==> src/rtl/exec_datapath_if.sv <==
// rtl/exec_datapath_if.sv - execute-stage bus between the parent core and exec_datapath
interface exec_datapath_if;
   logic       exec_en;
   logic [7:0] instruction;
   logic [7:0] pc;
   logic [7:0] reg_data_0;
   logic [7:0] reg_data_1;
   logic [7:0] jump_offset;
   logic [1:0] reg_addr_0;
   logic [1:0] reg_addr_1;
   logic [1:0] reg_addr_w;
   logic       reg_w_en;
   logic [7:0] wb_data;
   logic [7:0] pc_next;
   logic       overflow;
   logic       done;

   modport master (
      output exec_en, instruction, pc, reg_data_0, reg_data_1, jump_offset,
      input  reg_addr_0, reg_addr_1, reg_addr_w, reg_w_en, wb_data, pc_next, overflow, done
   );

   modport slave (
      input  exec_en, instruction, pc, reg_data_0, reg_data_1, jump_offset,
      output reg_addr_0, reg_addr_1, reg_addr_w, reg_w_en, wb_data, pc_next, overflow, done
   );
endinterface

==> src/rtl/exec_datapath.sv <==
// rtl/exec_datapath.sv - decode, ALU and data memory for the 8-bit execute/memory stage
module exec_datapath #(
   parameter int DMEM_DEPTH = 256
) (
   input logic             clk,
   input logic             rst,
   exec_datapath_if.slave  bus
);
   localparam int AW = (DMEM_DEPTH > 1) ? $clog2(DMEM_DEPTH) : 1;

   logic [7:0] dmem [DMEM_DEPTH];

   logic [3:0] op;
   logic [1:0] fa;
   logic [1:0] fb;
   logic [7:0] a_val;
   logic [7:0] b_val;
   logic [7:0] imm;
   logic [7:0] sum;
   logic [7:0] diff;
   logic [7:0] sum_imm;
   logic [AW-1:0] mem_addr;

   logic [7:0] res;
   logic       ovf;
   logic       wen;
   logic [1:0] waddr;
   logic [7:0] pcn;

   assign op       = bus.instruction[7:4];
   assign fa       = bus.instruction[3:2];
   assign fb       = bus.instruction[1:0];
   assign a_val    = bus.reg_data_0;
   assign b_val    = bus.reg_data_1;
   assign imm      = {{6{fb[1]}}, fb};
   assign sum      = a_val + b_val;
   assign diff     = a_val - b_val;
   assign sum_imm  = a_val + imm;
   assign mem_addr = a_val[AW-1:0];

   assign bus.reg_addr_0 = fa;
   assign bus.reg_addr_1 = fb;

   always_comb begin
      res   = 8'h00;
      ovf   = 1'b0;
      wen   = 1'b1;
      waddr = fa;
      pcn   = bus.pc + 8'd1;
      case (op)
         4'h0: begin
            res = sum;
            ovf = (a_val[7] == b_val[7]) && (sum[7] != a_val[7]);
         end
         4'h1: begin
            res = diff;
            ovf = (a_val[7] != b_val[7]) && (diff[7] != a_val[7]);
         end
         4'h2: res = a_val & b_val;
         4'h3: res = a_val | b_val;
         4'h4: res = a_val ^ b_val;
         4'h5: res = ~(a_val | b_val);
         4'h6: res = a_val << b_val[2:0];
         4'h7: res = a_val >> b_val[2:0];
         4'h8: res = ($signed(a_val) < $signed(b_val)) ? 8'd1 : 8'd0;
         4'h9: begin
            res = sum_imm;
            ovf = (a_val[7] == imm[7]) && (sum_imm[7] != a_val[7]);
         end
         4'hA: begin
            res   = dmem[mem_addr];
            waddr = fb;
         end
         4'hB: wen = 1'b0;
         4'hC: begin
            wen = 1'b0;
            if (a_val == b_val) pcn = bus.pc + bus.jump_offset;
         end
         4'hD: begin
            wen = 1'b0;
            if (a_val != b_val) pcn = bus.pc + bus.jump_offset;
         end
         4'hE: begin
            wen = 1'b0;
            pcn = a_val;
         end
         default: begin
            // jal links the return address into R3
            res   = bus.pc + 8'd1;
            waddr = 2'b11;
            pcn   = a_val;
         end
      endcase
   end

   always_ff @(posedge clk) begin
      if (rst) begin
         bus.reg_addr_w <= 2'b00;
         bus.reg_w_en   <= 1'b0;
         bus.wb_data    <= 8'h00;
         bus.pc_next    <= 8'h00;
         bus.overflow   <= 1'b0;
         bus.done       <= 1'b0;
         for (int i = 0; i < DMEM_DEPTH; i++) dmem[i] <= 8'h00;
      end else begin
         bus.done <= bus.exec_en;
         if (bus.exec_en) begin
            bus.reg_addr_w <= waddr;
            bus.reg_w_en   <= wen;
            bus.wb_data    <= res;
            bus.pc_next    <= pcn;
            bus.overflow   <= ovf;
            if (op == 4'hB) dmem[mem_addr] <= b_val;
         end
      end
   end
endmodule

==> src/flat_wrapper.sv <==
// flat-port wrapper written by rule: the top's interface ports become plain ports
module exec_datapath_flat 
#(
   parameter int DMEM_DEPTH = 256
)
  (clk, rst, bus_exec_en, bus_instruction, bus_pc, bus_reg_data_0, bus_reg_data_1, bus_jump_offset, bus_reg_addr_0, bus_reg_addr_1, bus_reg_addr_w, bus_reg_w_en, bus_wb_data, bus_pc_next, bus_overflow, bus_done);
  exec_datapath_if bus_i ();
  input logic clk;
  input logic rst;
  input wire logic [$bits(bus_i.exec_en)-1:0] bus_exec_en;
  input wire logic [$bits(bus_i.instruction)-1:0] bus_instruction;
  input wire logic [$bits(bus_i.pc)-1:0] bus_pc;
  input wire logic [$bits(bus_i.reg_data_0)-1:0] bus_reg_data_0;
  input wire logic [$bits(bus_i.reg_data_1)-1:0] bus_reg_data_1;
  input wire logic [$bits(bus_i.jump_offset)-1:0] bus_jump_offset;
  output wire logic [$bits(bus_i.reg_addr_0)-1:0] bus_reg_addr_0;
  output wire logic [$bits(bus_i.reg_addr_1)-1:0] bus_reg_addr_1;
  output wire logic [$bits(bus_i.reg_addr_w)-1:0] bus_reg_addr_w;
  output wire logic [$bits(bus_i.reg_w_en)-1:0] bus_reg_w_en;
  output wire logic [$bits(bus_i.wb_data)-1:0] bus_wb_data;
  output wire logic [$bits(bus_i.pc_next)-1:0] bus_pc_next;
  output wire logic [$bits(bus_i.overflow)-1:0] bus_overflow;
  output wire logic [$bits(bus_i.done)-1:0] bus_done;
  assign bus_i.exec_en = bus_exec_en;
  assign bus_i.instruction = bus_instruction;
  assign bus_i.pc = bus_pc;
  assign bus_i.reg_data_0 = bus_reg_data_0;
  assign bus_i.reg_data_1 = bus_reg_data_1;
  assign bus_i.jump_offset = bus_jump_offset;
  assign bus_reg_addr_0 = bus_i.reg_addr_0;
  assign bus_reg_addr_1 = bus_i.reg_addr_1;
  assign bus_reg_addr_w = bus_i.reg_addr_w;
  assign bus_reg_w_en = bus_i.reg_w_en;
  assign bus_wb_data = bus_i.wb_data;
  assign bus_pc_next = bus_i.pc_next;
  assign bus_overflow = bus_i.overflow;
  assign bus_done = bus_i.done;
  exec_datapath #(.DMEM_DEPTH(DMEM_DEPTH)) u_core (.clk(clk), .rst(rst), .bus(bus_i));
endmodule
==> config.mk <==
export PLATFORM = sky130hd
export DESIGN_NAME = exec_datapath_flat
export DESIGN_NICKNAME = d
export VERILOG_FILES = /design/src/rtl/exec_datapath_if.sv /design/src/rtl/exec_datapath.sv /design/src/flat_wrapper.sv
export SDC_FILE = /design/constraint.sdc
export NUM_CORES = 2
export LEC_CHECK = 0
export ABC_AREA = 1
export CORE_MARGIN = 5
export CORE_UTILIZATION = 57
export DETAILED_ROUTE_END_ITERATION = 7
export PLACE_DENSITY = 0.87
export SYNTH_ARGS = -nofsm -noshare
export SYNTH_HDL_FRONTEND = slang
export SYNTH_SLANG_ARGS = --single-unit
==> constraint.sdc <==
create_clock -name clk -period 3.9 [get_ports clk]
set_clock_uncertainty 0.1 [all_clocks]
set_input_delay 1.17 -clock clk [delete_from_list [all_inputs] [get_ports clk]]
set_output_delay 1.17 -clock clk [all_outputs]
set_load 0.005 [all_outputs]
==> impl_results.md <==
- Synth area leader: edfxtp_1
- Hold Buf Count CTS: 0
- Max-cap viol count: 0
- Post-synth top flop: edfxtp_1
- WL final: 308000 um
- NetSw: 12200 uW
- Leakage: 0.0462 uW
- Placer Congestion: 0.988
- # clock sinks: 2069
- Synthesized net count: 10541
- Leading post-synthesis cells by instance count: 4397 x nand2_1, 2390 x nor2_1, 2048 x edfxtp_1
- Initial DRC count: 13231
- Routed metal-1 wire length: 97200 um
- P&R area growth vs syn: 16.7%
- Syn Area/Cell: 9.14 um^2
- Worst-Skew Late Latency: 0.86 ns
- Ratio of cells with drive above 1 in the final layout: 10.9%
- GRT Overall Usage: 34.5%
- Max-slew headroom: 20.4%
- Multi-input logic area: 30700 um^2
- Drt pass-1 iters: 7
- H-tree depth: 4
- Number of flops mapped to enable cells by yosys: 2048
- Routed via count: 81390
- DP Area: 105000 um^2
- CTS tree: yes
- Largest net degree at the start of global routing: 150
- Final Max Slew Viols: 0
- GRT Residual Overflow: 0
- Seq/Total Area, Yosys: 64.8%
- Mapped Area: 95600 um^2
- HP Class: reg -> reg
- Switching part of the total: 24.8%
- Netlist cell types: 45
- Std-Cell Rows: 150
- Top cell type's share of synthesized area: 64.3%
- Clk network pwr share: 38.0%
- CP Data Arrival Time: 2.40 ns
- Storage element area: 61900 um^2
- Post-Synthesis Cells: 10452
- I/O pin count: 68
- Max Freq: 272 MHz
- Status: finished clean
- Reg clk slew, reported paths: 0.06 ns
- Post-layout min period: 3.67 ns
- Die area: 176000 um^2
- Final HPWL DP: 191000 um
- CP Class: in -> out
- Flop pwr share: 52.3%
- Antenna violations before repair: 19
- Post-synthesis async set-or-reset flop share: 0%
- Endpoints failing setup: 0
- Critical Path End Type: output pin
- Count leader, synth: nand2_1
- Critical path required time: 2.63 ns
- RSZ-0062 raised after global routing: no
- Final Hold Viols: 0
- Worst hold slack: 0.369 ns
- Core Region: 167000 um^2
- Die width: 420 um
- Worst-path fanout max: 4
- Power Internal: 37200 uW
- FF+latch count, synth: 2069
- DR top layer: met5
- First-pass GRT wire length: 460000 um
- Nets: 11013
- Die H: 420 um
- Slew @ Worst Pin: 1.19 ns
- Post-CTS Setup Inserts: 0
- Synth Warn #: 0
- Util after Layout: 66.8%
- Setup crit start kind: input port
- Port Buffer Count: 67
- DR WL met3: 46400 um
- Root Buffer: clkbuf_16
- Starting density of the core: 57.2%
- Final instance area: 112000 um^2
- DR WL/cell: 23.2 um
- Drt drc: 0
- Max clock buf depth: 3
- Avg Vias per Cell: 6.12
- Comb power frac: 9.8%
- Tcrit/Tclk final: 94.2%
- Fillcell total: 11437
- CTS Buf Count: 195
- Vias in the first global route: 79705
- Post-cts gate resize count: 0
- Power Density: 443 nW/um^2
- Synth area leaders: edfxtp_1 64%, nand2_1 17%, nor2_1 9.4%
- Max IR drop VDD: 0.000501 V
- Post-route ant nets: 0
- Met2 WL: 141000 um
==> routing by layer <==
metal / vias to the layer above / GRT usage, %
met1: 37412 / 41.4
met4: 16 / 22.7
met5: - / 0
li1: 34974 / -
met2: 7301 / 54.4
met3: 1687 / 10.1
==> metrics by stage <==
stage          power (uW)  TNS [ns]  setup slack [ns]  instances
2_1_floorplan       28600         0             0.111      10452
3_3_place_gp        30700    -36.91            -0.497      12931
3_5_place_dp        30900    -57.77            -0.410      12931
4_1_cts             49100         0             0.212      13286
5_1_grt             50600         0             0.167      13286
6_report            49400         0             0.226      13309
==> area by class of cell <==
type,count,area share (%)
Antenna cell,23,0.0516
Clock buffer,255,4.64
Clock inverter,100,0.872
Inverter,109,0.450
Multi-Input combinational cell,7625,27.5
Sequential cell,2069,55.5
Tap cell,2204,2.47
Timing Repair Buffer,924,8.52
==> cell families after synthesis <==
kind of cell / Yosys count / synth area share (%)
AND/OR/NAND/NOR: 7217 / 29.2
flip-flops: 2069 / 64.8
buffers and inverters: 758 / 3.27
AO/OA/AOI/OAI: 348 / 1.95
adder cells (fa/ha/maj): 46 / 0.634
XOR/XNOR: 13 / 0.119
multiplexers: 1 / 0.0105
==> state kept, by name (all words and copies together) (netlist names) <==
register               flops
u_core.bus.reg_w_en        1
u_core.dmem             2048
u_core.bus.pc_next         8
u_core.bus.done            1
u_core.bus.overflow        1
u_core.bus.wb_data         8
u_core.bus.reg_addr_w      2
==> path summary, 6_finish.rpt <==
check                                                   startpoint                                 end  slack [ns]  depth (start not counted)
worst max-delay path                            bus_instruction[1]                   bus_reg_addr_1[1]        0.23                          3
worst min-delay path            u_core.bus.pc_next[4]$_SDFFE_PP0P_  u_core.bus.pc_next[4]$_SDFFE_PP0P_        0.37                          2
worst max register to register   u_core.dmem[127][5]$_SDFFCE_PN0P_  u_core.bus.wb_data[5]$_SDFFE_PP0P_        0.92                         15
worst min register to register  u_core.bus.pc_next[4]$_SDFFE_PP0P_  u_core.bus.pc_next[4]$_SDFFE_PP0P_        0.37                          2
==> critical path, stage by stage <==
cell,delay [ns]
clkdlybuf4s50_1,0.55
buf_4,0.18
clkdlybuf4s50_1,0.51
==> placed cells by master (no fill, tap or decap), types with 29 or more instances in the layout <==
| cell | Yosys | final |
|---|---|---|
| buf_4 | 16 | 666 |
| nor2_1 | 2390 | 2386 |
| edfxtp_1 | 2048 | 2048 |
| nand4_1 | 168 | 168 |
| o21ai_1 | 53 | 53 |
| nand2_1 | 4397 | 4397 |
| ha_1 | 42 | 42 |
| clkbuf_16 | 0 | 198 |
| o21ai_0 | 110 | 110 |
| clkinv_1 | 6 | 42 |
| nand2_2 | 34 | 34 |
| nand3_1 | 183 | 183 |
| clkbuf_1 | 424 | 56 |
| clkinv_2 | 0 | 29 |
| buf_12 | 0 | 191 |
| a21oi_1 | 142 | 142 |
| clkdlybuf4s50_1 | 0 | 65 |
| inv_1 | 82 | 79 |
==> power groups by stage <==
| stage | clock network (uW) | registers, uW | logic (uW) |
|---|---|---|---|
| 4_1_cts | 18600 | 25800 | 4640 |
| 3_3_place_gp | 0 | 26200 | 4480 |
| 5_1_grt | 19600 | 25900 | 5050 |
| 3_5_place_dp | 0 | 26300 | 4580 |
| 2_1_floorplan | 0 | 26100 | 2480 |
| 6_report | 18800 | 25800 | 4820 |
Power figures use the tool's default switching activity.
